**config.mk**
```make
export PLATFORM = sky130hd
export DESIGN_NAME = imem_loader_flat
export DESIGN_NICKNAME = d
export VERILOG_FILES = /design/src/rtl/imem_loader_if.sv /design/src/rtl/imem_loader.sv /design/src/flat_wrapper.sv
export SDC_FILE = /design/constraint.sdc
export NUM_CORES = 1
export LEC_CHECK = 0
export BUFFER_PORTS_ARGS = -buffer_cell sky130_fd_sc_hd__buf_2
export CAP_MARGIN = 0
export CORE_UTILIZATION = 54
export DETAILED_ROUTE_END_ITERATION = 10
export MAX_ROUTING_LAYER = met4
export PLACE_DENSITY = 0.8
export SYNTH_ARGS = -nofsm -noshare
export SYNTH_HDL_FRONTEND = slang
export SYNTH_SLANG_ARGS = --single-unit
```
**constraint.sdc**
```tcl
create_clock -name clk -period 2.95 [get_ports clk]
set_clock_uncertainty 0.15 [all_clocks]
set_input_delay 0.295 -clock clk [delete_from_list [all_inputs] [get_ports clk]]
set_output_delay 0.295 -clock clk [all_outputs]
set_load 0.005 [all_outputs]
```
**src/rtl/imem_loader_if.sv**
```systemverilog
// Byte-stream load request and memory write port of imem_loader.
// slave: loader side. master: host/bench side.
interface imem_loader_if #(
    parameter int ADDR_W = 12,
    parameter int DATA_W = 32
);
    logic              start;
    logic [ADDR_W-1:0] base_addr;
    logic [ADDR_W:0]   word_count;
    logic [7:0]        byte_in;
    logic              byte_valid;
    logic              byte_ready;
    logic              mem_we;
    logic [ADDR_W-1:0] mem_addr;
    logic [DATA_W-1:0] mem_wdata;
    logic              busy;
    logic              done;
    logic [DATA_W-1:0] checksum;
    logic [ADDR_W:0]   words_written;

    modport master (
        output start, base_addr, word_count, byte_in, byte_valid,
        input  byte_ready, mem_we, mem_addr, mem_wdata,
        input  busy, done, checksum, words_written
    );

    modport slave (
        input  start, base_addr, word_count, byte_in, byte_valid,
        output byte_ready, mem_we, mem_addr, mem_wdata,
        output busy, done, checksum, words_written
    );
endinterface

```
**src/rtl/imem_loader.sv**
```systemverilog
// Packs a big-endian byte stream into words and writes them to imem.
// Ports: clk, rst_n (async low), bus (imem_loader_if.slave).
module imem_loader #(
    parameter int ADDR_W = 12,
    parameter int DATA_W = 32
) (
    input  logic        clk,
    input  logic        rst_n,
    imem_loader_if.slave bus
);
    localparam int BPW    = DATA_W / 8;
    localparam int BCNT_W = (BPW > 1) ? $clog2(BPW) : 1;
    localparam logic [BCNT_W-1:0] BCNT_LAST = BCNT_W'(BPW - 1);
    localparam logic [ADDR_W:0]   REM_ONE   = (ADDR_W+1)'(1);

    typedef enum logic [1:0] {IDLE, FILL, WRITE, DONE} state_t;

    state_t            state_q, state_d;
    logic [ADDR_W-1:0] addr_q, addr_d;
    logic [ADDR_W:0]   remain_q, remain_d;
    logic [DATA_W-1:0] word_q, word_d;
    logic [BCNT_W-1:0] bcnt_q, bcnt_d;
    logic [DATA_W-1:0] csum_q, csum_d;
    logic [ADDR_W:0]   wcnt_q, wcnt_d;
    logic [DATA_W+7:0] shifted;

    // Oldest byte ends up in the top byte lane.
    assign shifted = {word_q, bus.byte_in};

    always_comb begin
        state_d  = state_q;
        addr_d   = addr_q;
        remain_d = remain_q;
        word_d   = word_q;
        bcnt_d   = bcnt_q;
        csum_d   = csum_q;
        wcnt_d   = wcnt_q;
        unique case (state_q)
            IDLE: begin
                if (bus.start) begin
                    addr_d   = bus.base_addr;
                    remain_d = bus.word_count;
                    word_d   = '0;
                    bcnt_d   = '0;
                    csum_d   = '0;
                    wcnt_d   = '0;
                    state_d  = (bus.word_count == '0) ? DONE : FILL;
                end
            end
            FILL: begin
                if (bus.byte_valid) begin
                    word_d = shifted[DATA_W-1:0];
                    if (bcnt_q == BCNT_LAST) begin
                        bcnt_d  = '0;
                        state_d = WRITE;
                    end else begin
                        bcnt_d = bcnt_q + BCNT_W'(1);
                    end
                end
            end
            WRITE: begin
                csum_d   = csum_q ^ word_q;
                wcnt_d   = wcnt_q + (ADDR_W+1)'(1);
                remain_d = remain_q - (ADDR_W+1)'(1);
                addr_d   = addr_q + ADDR_W'(1);
                state_d  = (remain_q == REM_ONE) ? DONE : FILL;
            end
            DONE: begin
                state_d = IDLE;
            end
            default: begin
                state_d = IDLE;
            end
        endcase
    end

    always_ff @(posedge clk or negedge rst_n) begin
        if (!rst_n) begin
            state_q  <= IDLE;
            addr_q   <= '0;
            remain_q <= '0;
            word_q   <= '0;
            bcnt_q   <= '0;
            csum_q   <= '0;
            wcnt_q   <= '0;
        end else begin
            state_q  <= state_d;
            addr_q   <= addr_d;
            remain_q <= remain_d;
            word_q   <= word_d;
            bcnt_q   <= bcnt_d;
            csum_q   <= csum_d;
            wcnt_q   <= wcnt_d;
        end
    end

    // Write port is forced to zero outside the single WRITE cycle.
    assign bus.byte_ready    = (state_q == FILL);
    assign bus.mem_we        = (state_q == WRITE);
    assign bus.mem_addr      = (state_q == WRITE) ? addr_q : '0;
    assign bus.mem_wdata     = (state_q == WRITE) ? word_q : '0;
    assign bus.busy          = (state_q == FILL) || (state_q == WRITE);
    assign bus.done          = (state_q == DONE);
    assign bus.checksum      = csum_q;
    assign bus.words_written = wcnt_q;
endmodule

```
**src/flat_wrapper.sv**
```systemverilog
// flat-port wrapper written by rule: the top's interface ports become plain ports
module imem_loader_flat 
#(
    parameter int ADDR_W = 12,
    parameter int DATA_W = 32
)
  (clk, rst_n, bus_start, bus_base_addr, bus_word_count, bus_byte_in, bus_byte_valid, bus_byte_ready, bus_mem_we, bus_mem_addr, bus_mem_wdata, bus_busy, bus_done, bus_checksum, bus_words_written);
  imem_loader_if #(.ADDR_W(ADDR_W), .DATA_W(DATA_W)) bus_i ();
  input  logic clk;
  input  logic rst_n;
  input wire logic [$bits(bus_i.start)-1:0] bus_start;
  input wire logic [$bits(bus_i.base_addr)-1:0] bus_base_addr;
  input wire logic [$bits(bus_i.word_count)-1:0] bus_word_count;
  input wire logic [$bits(bus_i.byte_in)-1:0] bus_byte_in;
  input wire logic [$bits(bus_i.byte_valid)-1:0] bus_byte_valid;
  output wire logic [$bits(bus_i.byte_ready)-1:0] bus_byte_ready;
  output wire logic [$bits(bus_i.mem_we)-1:0] bus_mem_we;
  output wire logic [$bits(bus_i.mem_addr)-1:0] bus_mem_addr;
  output wire logic [$bits(bus_i.mem_wdata)-1:0] bus_mem_wdata;
  output wire logic [$bits(bus_i.busy)-1:0] bus_busy;
  output wire logic [$bits(bus_i.done)-1:0] bus_done;
  output wire logic [$bits(bus_i.checksum)-1:0] bus_checksum;
  output wire logic [$bits(bus_i.words_written)-1:0] bus_words_written;
  assign bus_i.start = bus_start;
  assign bus_i.base_addr = bus_base_addr;
  assign bus_i.word_count = bus_word_count;
  assign bus_i.byte_in = bus_byte_in;
  assign bus_i.byte_valid = bus_byte_valid;
  assign bus_byte_ready = bus_i.byte_ready;
  assign bus_mem_we = bus_i.mem_we;
  assign bus_mem_addr = bus_i.mem_addr;
  assign bus_mem_wdata = bus_i.mem_wdata;
  assign bus_busy = bus_i.busy;
  assign bus_done = bus_i.done;
  assign bus_checksum = bus_i.checksum;
  assign bus_words_written = bus_i.words_written;
  imem_loader #(.ADDR_W(ADDR_W), .DATA_W(DATA_W)) u_core (.clk(clk), .rst_n(rst_n), .bus(bus_i));
endmodule
```
======== Word level (Yosys, flattened, before mapping) ========
Index checks and enable logic that the tools add are counted.
cells by class
  add/sub/neg operators ................... 4
  equality and inequality tests ........... 8
  multiplexer cells ....................... 22
  bitwise logic cells ..................... 1
  reductions and logical operators ........ 8
operator list
  operator                                              count
  case mux 32 bit (2 select lines)                      2
  two-way mux 32 bit                                    3
  case mux 13 bit (2 select lines)                      2
  bitwise XOR 32 bit                                    1
  two-way mux 13 bit                                    2
  two-way mux 12 bit                                    2
  case mux 12 bit (2 select lines)                      1
  two-way mux 2 bit                                     8
  adder 13 x 1 -> 13 bit, second input constant         1
  equality test 13 x 1 -> 1 bit, second input constant  1
  logical NOT 13 bit                                    1
  subtractor 13 x 1 -> 13 bit, second input constant    1
  adder 12 x 1 -> 12 bit, second input constant         1
  case mux 2 bit (4 select lines)                       1
  equality test 2 bit, second input constant            3
  AND reduction 3 bit                                   2
  != test 2 bit, second input constant                  2
  case mux 2 bit (2 select lines)                       1
  nonzero test 2 bit                                    2
  adder 2 x 1 -> 2 bit, second input constant           1
  equality test 2 x 1 -> 1 bit, second input constant   1
  logical NOT 2 bit                                     1
  != test 2 x 1 -> 1 bit, second input constant         1
  AND reduction 2 bit                                   1
  logical OR 1 bit                                      1
word-level totals
  register bits ........................... 106
  input port bits ......................... 37
  output and inout bits ................... 93

======== Longest topological paths before layout ========
Gate-level depths: netlist of the first run.
  depth in word-level cells ............... 4
  depth in mapped cells ................... 9
  gate-level depth less buffers ........... 6

======== Least setup slack after synthesis of the first run ========
OpenSTA, ideal clock, no wires.
  path kind ............................... flip-flop to flip-flop
  start ................................... register u_core.state_q[0]
  end ..................................... register u_core.wcnt_q[6], in the netlist u_core.bus.words_written[6]
  arrival time ............................ 1.873 ns
  data required time ...................... 2.679 ns
  path slack .............................. 0.806 ns
  stages on the path, launching flop included .. 10
  buffers on the path ..................... 3
  cell sequence ........................... dfrtp_1 > inv_1 > ha_1 > buf_2 > mux2i_1 > buf_2 > buf_2 > nor2_1 > mux2_2 > a22o_1
between the ends
  longest elaborated chain between the ends .. 3
  elaborated cells on any way between the ends .. 6
ends and longest elaborated chain
  element                                                               line               text
  start, declared                                                       imem_loader.sv:18  state_t state_q, state_d;
  start signal, assigned                                                imem_loader.sv:87  state_q <= state_d;
  equality test 2 bit or logical NOT 2 bit (tied branches)              imem_loader.sv:38  unique case (state_q)
  nonzero test 2 bit (no source line) or != test 2 bit (tied branches)  n/a
  AND reduction 2 bit (no source line)                                  n/a
  end signal, assigned                                                  imem_loader.sv:93  wcnt_q <= wcnt_d;
  end, declared                                                         imem_loader.sv:24  logic [ADDR_W:0] wcnt_q, wcnt_d;
Parallel ways exist; a longest one is shown, timed or not.
A chain may end at the register's enable or synchronous reset.

======== Worst setup path in the final report of the first run ========
  start ................................... register u_core.state_q[0]
  end ..................................... output port bus_mem_wdata[0]
between the ends
  longest elaborated chain between the ends .. 2
ends and longest elaborated chain
  element              line                text
  equality test 2 bit  imem_loader.sv:101  assign bus.mem_wdata = (state_q == WRITE) ? word_q : '0;
  two-way mux 32 bit   imem_loader.sv:101
  end, declared        flat_wrapper.sv:19  output wire logic [$bits(bus_i.mem_wdata)-1:0] bus_mem_wdata;
No other way between the ends.

==> run metrics, run 1 <==
Placed Area=6380 um^2; Clk pin slew, worst setup/hold paths=approximately 0.10 ns; CP required=about 2.5 ns; Diodes inserted=0; Residual DRC=0; Slew HR=0.472; Post-DRT Antenna Nets=0; worst skew pair latency=0.38 ns; Tot Pwr=about 0.006 W; setup bufs post-CTS=0; drt pass-1 iters=4; drt initial violations=241; critical path class=reg -> out; die width=104 um; Reg power frac=0.417; layout cells sized above 1=0.294; post-synthesis sequential area ratio=0.475; reg2reg path depth=7; Max IR drop VDD=around 0.00056 V; core area=9910 um^2; clk sinks=106; die area=10,700 um^2; Wirelength per Cell=~16 um; Worst Hold Depth=2; Tightest Pin Transition=slightly below 0.8 ns; row cnt=36; Tot GR Track Use=0.260; IO Pins=between 100 and 150; Critical Path AT=just under 2 ns; Combinational Power Share=0.447; Post-synth top flop=dfrtp_1; CP Capture Type=output pin; HP Class=in -> reg; Syn Inst Count=around 540; Internal Power=about 0.0035 W; initial core utilization=0.563; RSZ-0062 raised after global routing=no; Fin. Hold Viols=0; Final setup viols=0; status=finished, final reports clean; GPL Wtd Cong=0.900; static leakage=3.43 nW; Worst R2R Setup Slack=~0.55 ns; CTS tree=built; vias in the first global route=roughly 4,500; synthesized area=between 5000 and 6000 um^2; top cells by count, synth=dfrtp_1 (106), a22o_1 (73), nor2_1 (54); pre-CTS WS=0.547 ns; Cell Count, Final, Fillers Out=800; nets@finish=709; placed insts=approximately 780; Post-synth EDFFs=0; HP Start=bus_word_count[8]; number of max-cap violations=0; global-route wire length before repair=roughly 22 mm; synthesis-to-layout area growth=19.1%; Final HPWL DP=slightly below 9 mm; flops & latches, synth=approximately 110; ys async rst share=1.00; crit path time final=~2.4 ns; reg2reg start=u_core.state_q[0]; reg2reg end=u_core.bus.checksum[29]; IO Port Bufs=around 130; YS warnings=0; Netlist cell types=43; initial antenna violation count=0; DR vias=approximately 4,700; largest net degree at the start of global routing=about 110; Max Slew Vio Count=0; H-tree Lvls=3; Net Sw Frac=0.419; Die Span Y=around 100 um; area share of the largest cell type after synthesis=0.475; CP Max Fanout=67; Worst setup SP type=register; Synth area leader=dfrtp_1; Post-Syn Nets=between 500 and 600; final worst slack=approximately 0.5 ns; Clock Power Share=0.135; synth top area cells=dfrtp_1 (48%), a22o_1 (11%), mux2_2 (7.5%); WHS Endpoint=u_core.remain_q[8]; maximum clock path buffer count=2; fmax=approximately 410 MHz; total gr overflow=0; syn_area_per_cell=between 10 and 15 um^2; Design Area, Final=~6600 um^2; Fin Setup TNS=0 ns; TritonCTS Buffers=9; power per cell area=slightly above 900 nW/um^2; Vias/cell=between 5 and 6; Psw=0.00255 W; CTS root buf=clkbuf_8; period utilisation layout=0.827; most frequent cell after synthesis=dfrtp_1; Resized cells post-CTS=0; drt total wl=roughly 13 mm
[cells by family after synthesis]
group,count (synthesis),share of synthesized area
xor gates and xnor gates,2,0.00314
muxes,49,0.0962
and+or+nand+nor,190,0.178
buffers and inverters,49,0.0365
adders and majority gates,9,0.0202
DFF,106,0.475
AOI/OAI and AO/OA,138,0.191
[cell type report]
| type | count | area (um^2) |
|---|---|---|
| clock buffers | 12 | 145 |
| well taps | 133 | 166 |
| flip-flops and latches | 106 | 2650 |
| fillers | 816 | 3260 |
| inverters | 9 | 33.8 |
| multi-input cells | 388 | 2750 |
| repair buffers | 149 | 871 |
| clock inverters | 3 | 26.3 |
[how the worst max path moves through the flow]
stage	from	to	slack, ns	cells past startpoint
6_report	u_core.state_q[0]	bus_mem_wdata[0]	0.51	5
5_1_grt	u_core.state_q[0]	u_core.state_q[1]	0.35	7
4_1_cts	u_core.state_q[0]	bus_mem_wdata[0]	0.50	5
3_5_place_dp	u_core.state_q[0]	u_core.bus.checksum[9]	0.55	7
3_3_place_gp	u_core.state_q[0]	u_core.bus.checksum[22]	0.62	7
2_1_floorplan	u_core.state_q[0]	u_core.bus.words_written[6]	0.81	9
[state kept, by name (all words and copies together), names as in the netlist]
name and cells:
u_core.word_q 32, u_core.bus.checksum 32, u_core.remain_q 13, u_core.bcnt_q 2, u_core.state_q 2, u_core.addr_q 12
u_core.bus.words_written 13
[metrics by stage]
step / hold WS [ns] / util
2_1_floorplan: -0.151 / -
3_3_place_gp: 0.261 / 0.644
3_5_place_dp: 0.262 / 0.644
4_1_cts: 0.0128 / 0.671
5_1_grt: 0.0264 / 0.671
6_report: 0.0316 / 0.671
[what timing repair did]
action | in CTS | in global routing
hold buffers | 9 | 0
hold endpoints to repair | 114 | 0
setup endpoints to repair | 0 | 0
[per-layer routing]
metal | vias up | track usage | routed length (um)
met4 | 0 | 0.121 | 341
met2 | 130 | 0.407 | 6380
met5 | - | - | 0
met1 | 2295 | 0.342 | 5800
met3 | 30 | 0.0271 | 469
li1 | 2246 | - | -
[power by group through the flow]
| stage | sequential, W | clock, W | combinational, W |
|---|---|---|---|
| after global routing | 0.00263 | 0.000890 | 0.00305 |
| after detailed placement | 0.00255 | 0 | 0.00273 |
| after CTS | 0.00253 | 0.000839 | 0.00274 |
| after global placement | 0.00251 | 0 | 0.00262 |
| after floorplan | 0.00239 | 0 | 0.00194 |
| final | 0.00254 | 0.000825 | 0.00273 |
[placed cells by master (no fill, tap or decap), types with 9 or more instances in the layout]
cell	Yosys	routed
o21ai_0	9	9
nor3_1	10	10
nand2_1	25	25
clkbuf_8	0	10
a22o_1	73	73
nor2_1	54	54
mux2_2	37	37
dfrtp_1	106	106
mux2i_1	12	11
nand3_1	16	16
dlygate4sd3_1	0	9
buf_2	10	128
and2_1	44	44
o22ai_1	17	17
a21oi_1	15	15
inv_1	9	9
[worst max-delay path: stages (launching register included)]
cell,delay (ns)
dfrtp_1,0.43
inv_1,0.13
ha_4,0.18
buf_4,0.48
and2_1,0.24
buf_2,0.12
Note: power is estimated with default switching activity, not from simulation.
==> run 2, diff against run 1 <==
==> constraint.sdc (replaced) <==
create_clock -name clk -period 2.52 [get_ports clk]
set_clock_uncertainty 0.15 [all_clocks]
set_input_delay 0.252 -clock clk [delete_from_list [all_inputs] [get_ports clk]]
set_output_delay 0.252 -clock clk [all_outputs]
set_load 0.005 [all_outputs]
==> run 2 against run 1 <==
Final cell count grew 1.1%. Non-clock buffer count grew 8. Worst hold slack lost 0.012 ns. Via count grew 2.7%. Setup slack lost 0.35 ns. Largest power group unchanged. Highest routed layer unchanged.
==> run metrics, run 2 (same netlist as run 1, synthesis figures left out) <==
total gr overflow=0 (unchanged); layout cells sized above 1=0.302 (+0.00792); Clk pin slew, worst setup/hold paths=0.10 ns (about the same); H-tree Lvls=3 (unchanged); drt initial violations=257 (+6.6%); DR vias=4,827 (+2.7%); CTS tree=built; maximum clock path buffer count=2 (unchanged); CP Max Fanout=59 (-12%); Max Slew Vio Count=0 (unchanged); most common cell after layout, fill and taps aside=buf_2; initial core utilization=0.563 (unchanged); CP Cell Sequence=inv_1 -> ha_4 -> buf_4 -> and2_1 -> buf_2; CP required=2.12 ns (-0.39 ns); TritonCTS Buffers=9 (unchanged); Tot GR Track Use=0.266 (+0.00674); initial antenna violation count=0 (unchanged); CP Capture Type=output pin; largest net degree at the start of global routing=63 (-41%); static leakage=3.47 nW (+1.2%); status=finished, final reports clean; HP Class=in -> reg; core area=9910 um^2 (unchanged); nets@finish=717 (+1.1%); die area=10,700 um^2 (unchanged); critical path's slowest cell=buf_4; Worst setup SP type=register; Tightest Pin Transition=0.528 ns (-0.257 ns); HP Start=bus_base_addr[2]; Slew HR=0.648 (+0.176); Vias/cell=5.97 (+1.5%); reg2reg start=u_core.remain_q[0]; worst path bufs/invs=3 (unchanged); synthesis-to-layout area growth=20.4%; global-route wire length before repair=22.8 mm (+4.0%); Worst R2R Setup Slack=0.18 ns (-0.37 ns); number of max-cap violations=0 (unchanged); worst setup path startpoint=u_core.state_q[0]; power per cell area=1070 nW/um^2 (+17%); CP max stage delay=0.45 ns (-0.03 ns); worst skew pair latency=0.37 ns (about the same); period utilisation layout=0.937; row cnt=36 (unchanged); vias in the first global route=4,625 (+2.5%); critical path class=reg -> out; Critical Path AT=1.96 ns (-0.03 ns); drt total wl=13.5 mm (+3.9%); Final HPWL DP=9.30 mm (+4.9%); fmax=approximately 420 MHz; crit path time final=between 2 and 2.5 ns; IO Pins=130 (unchanged); GPL Wtd Cong=0.913 (+1.5%); Fin Setup TNS=0 ns (unchanged); fill count=809 (-0.86%); setup bufs post-CTS=0 (unchanged); clk sinks=106 (unchanged); Tot Pwr=0.00720 W (+18%); die width=104 um (unchanged); Die Span Y=104 um (unchanged); Final setup viols=0 (unchanged); Max IR drop VDD=0.000906 V (+63%); drt pass-1 iters=5 (+1); Top delay family on crit path=buffers and inverters; Diodes inserted=0 (unchanged); IO Port Bufs=129 (unchanged); CTS root buf=clkbuf_8; Post-DRT Antenna Nets=0 (unchanged); Residual DRC=0 (unchanged); Fin. Hold Viols=0 (unchanged); leading cell types in the layout, fill and taps excluded=buf_2 (128), dfrtp_1 (106), a22o_1 (73); Wirelength per Cell=16.7 um (+2.8%); RSZ-0062 raised after global routing=no
==> run 2: per-stage QoR <==
stage | utilization | hold WS, ns | worst slack (ns) | cell area (um^2) | std cells
after global placement | 0.646 | 0.0202 | 0.235 | 6400 | 780
after detailed placement | 0.646 | 0.0253 | 0.137 | 6400 | 780
final | 0.678 | 0.0195 | 0.160 | 6720 | 809
after CTS | 0.678 | 0.00262 | 0.120 | 6720 | 809
after global routing | 0.678 | 0.00951 | 0.0435 | 6720 | 809
after floorplan | - | -0.194 | 0.376 | 5580 | 543
==> run 2: where the power goes <==
part,internal [W],total (W),leakage (nW),switching [W]
registers,0.00227,0.00298,1.40,0.000713
logic,0.00149,0.00322,1.97,0.00173
clock network,0.000398,0.00100,0.0972,0.000602
==> run 2: repair_timing <==
| action | in CTS | in global routing |
|---|---|---|
| endpoints found under the setup margin | 0 | 6 |
| endpoints found under the hold margin | 83 | 0 |
| gates resized for setup | 0 | 1 |
| hold buffers | 13 | 0 |
==> run 2: worst register-to-register path, stage by stage, from the launching register on <==
cell,delay (ns)
dfrtp_1,0.44
inv_1,0.10
ha_1,0.23
or4b_1,0.56
o41ai_1,0.31
a21boi_0,0.16
a221o_1,0.29
==> run 2: layout make-up <==
| cell class | count | area (um^2) | share of cell area |
|---|---|---|---|
| clock buffer | 10 | 138 | 0.0205 |
| clock inverter | 6 | 48.8 | 0.00726 |
| inverter | 9 | 33.8 | 0.00503 |
| multi-input combinational | 388 | 2750 | 0.410 |
| sequential | 106 | 2650 | 0.395 |
| tap | 133 | 166 | 0.0248 |
| timing repair buffer | 157 | 928 | 0.138 |
==> run 2: path summary, 6_finish.rpt <==
path / endpoint / cells past startpoint
worst min register to register: u_core.bcnt_q[1] / 1
worst min-delay path: u_core.addr_q[2] / 3
worst max-delay path: bus_mem_addr[8] / 5
max in group asynchronous: u_core.bcnt_q[0] / 3
min in group asynchronous: u_core.bus.checksum[5] / 2
worst max register to register: u_core.remain_q[8] / 6
==> run 2: layer usage <==
metal  part of all wire  up-vias  track usage  wire (um)
met5                  0        -            -          0
met4              0.023        0        0.105        313
met3              0.040       31       0.0327        536
met2               0.49      144        0.427       6680
met1               0.44     2387        0.347       5970
li1                   -     2265            -          -
==> run 3, diff against run 2 <==
--- a/config.mk
+++ b/config.mk
@@ -7,6 +7,7 @@
 export LEC_CHECK = 0
 export BUFFER_PORTS_ARGS = -buffer_cell sky130_fd_sc_hd__buf_2
 export CAP_MARGIN = 0
+export CORE_ASPECT_RATIO = 2
 export CORE_UTILIZATION = 54
 export DETAILED_ROUTE_END_ITERATION = 10
 export MAX_ROUTING_LAYER = met4
==> run 3 against run 2 <==
Worst hold slack gained 0.018 ns. Largest cell class unchanged. Power grew 5.5%. Highest routed layer unchanged. Setup slack gained 0.048 ns. Combinational power is essentially flat. Maximum frequency grew 2.1%.
==> run metrics, run 3 (same netlist as run 1, synthesis figures left out) <==
status=finished, final reports clean; Design Area, Final=6790 um^2 (+1.1%); most used routing layer=met2; CP Max Fanout=32 (-46%); fmax=433 MHz (+2.1%); fill count=802 (-0.87%); CP endpoint=bus_mem_wdata[28]; reg2reg path depth=7 (+1); drt total wl=14.6 mm (+8.1%); Final HPWL DP=10.5 mm (+12%); die area=10,800 um^2 (+0.24%); core area=10,100 um^2 (+1.8%); reg2reg end=u_core.bus.checksum[19]; met2 Use GR=0.517 (+0.0903); M3 GR Usage=0.0339 (+0.00121); most common cell after layout, fill and taps aside=buf_2; reg2reg start=u_core.state_q[0]; Placed Area=6410 um^2 (+0.20%); Diodes inserted=0 (unchanged); crit path time final=2.31 ns (-0.0479 ns); Die Span Y=146 um (+41%); vias in the first global route=4,761 (+2.9%); synthesis-to-layout area growth=21.7%; initial antenna violation count=0 (unchanged); Slew HR=0.635 (-0.0132); layout cells sized above 1=0.304 (+0.00193); TritonCTS Buffers=9 (unchanged); Tot GR Track Use=0.297 (+0.0306); power per cell area=1120 nW/um^2 (+4.4%); initial core utilization=0.553 (-0.00978); share of the core filled with cells=0.673 (-0.00471); die width=73.9 um (-29%); worst skew pair latency=0.35 ns (-0.02 ns); static leakage=3.51 nW (+1.2%); Critical Path AT=1.91 ns (-0.05 ns); Clk pin slew, worst setup/hold paths=0.07 ns (-0.03 ns); CP required=2.12 ns (about the same); H-tree Lvls=3 (unchanged); GPL Wtd Cong=0.885 (-3.1%); Post-DRT Antenna Nets=0 (unchanged); clk sinks=106 (unchanged); period utilisation layout=0.918 (-0.0190); Residual DRC=0 (unchanged); CTS root buf=clkbuf_16; Worst setup SP type=register; critical path class=reg -> out; global-route wire length before repair=23.8 mm (+4.5%); Tightest Pin Transition=0.548 ns (+0.0197 ns); DR vias=4,821 (-0.12%); Vias/cell=5.95 (-0.25%); Fin Setup TNS=0 ns (unchanged); Fin. Hold Viols=0 (unchanged); leading cell types in the layout, fill and taps excluded=buf_2 (128), dfrtp_1 (106), a22o_1 (73); Max Slew Vio Count=0 (unchanged); CP Capture Type=output pin; nets@finish=716 (-0.14%); setup bufs post-CTS=0 (unchanged); number of max-cap violations=0 (unchanged); IO Pins=130 (unchanged); met1 GRT Util=0.331 (-0.0165); Worst R2R Setup Slack=0.21 ns (+0.03 ns); largest net degree at the start of global routing=52 (-17%); drt initial violations=363 (+41%); Tot Pwr=0.00760 W (+5.5%); maximum clock path buffer count=2 (unchanged); RSZ-0062 raised after global routing=no; CTS tree=built; row cnt=52 (+44%); Final setup viols=0 (unchanged); drt pass-1 iters=5 (unchanged); IO Port Bufs=129 (unchanged); Max IR drop VDD=0.000752 V (-17%); HP Class=in -> reg; worst setup path startpoint=u_core.state_q[0]; total gr overflow=0 (unchanged); Wirelength per Cell=18.0 um (+7.9%)
==> run 3: cell types whose count changed in the layout (fill, tap and decap cells not counted), moves of 2 or more <==
cell,change
clkbuf_16,+9
dlygate4sd3_1,-4
clkbuf_8,-8
clkinv_4,-2
buf_4,+4
==> run 3: metal layers <==
layer / vias up / routed length, um
li1: 2259 / -
met1: 2375 / 5460
met2: 154 / 8150
met3: 33 / 466
met4: 0 / 516
met5: - / 0
==> run 3: worst min-delay path by stage <==
stage          depth (start not counted)             start                 endpoint
3_3_place_gp                           1             rst_n  u_core.bus.checksum[17]
3_5_place_dp                           1             rst_n  u_core.bus.checksum[17]
6_report                               3  bus_base_addr[6]         u_core.addr_q[6]
2_1_floorplan                          0             rst_n         u_core.addr_q[0]
4_1_cts                                3  bus_base_addr[6]         u_core.addr_q[6]
5_1_grt                                3  bus_base_addr[6]         u_core.addr_q[6]
==> run 3: final cells by class <==
class / count / area, um^2 / share of cell area
inverters: 9 / 33.8 / 0.00497
multi-input cells: 388 / 2750 / 0.405
flip-flops and latches: 106 / 2650 / 0.391
repair buffers: 156 / 898 / 0.132
clock buffers: 12 / 256 / 0.0378
clock inverters: 4 / 31.3 / 0.00461
well taps: 135 / 169 / 0.0249
==> run 3: stage by stage <==
step	setup slack, ns	hold WS (ns)	instances
3_3_place_gp	0.313	0.115	785
2_1_floorplan	0.376	-0.194	543
4_1_cts	0.203	0.0313	810
5_1_grt	0.0921	0.0470	810
3_5_place_dp	0.228	0.119	785
6_report	0.208	0.0376	810
==> run 3: critical path, stage by stage (launching register included) <==
cell,delay [ns]
dfrtp_1,0.42
inv_1,0.13
ha_4,0.30
buf_4,0.35
and2_1,0.22
buf_2,0.13
==> run 3: power breakdown <==
group	switching, W	leakage, nW	total [W]	internal, W
clock	0.000627	0.144	0.00136	0.000733
combinational	0.00175	1.97	0.00324	0.00149
sequential	0.000728	1.40	0.00300	0.00227
total	0.00310	3.51	0.00760	0.00450
==> run 3: repair_timing <==
action                     CTS  global route
hold endpoints to repair    45             0
setup endpoints to repair    0             0
resized for setup            0             0
hold buffers                 9             0
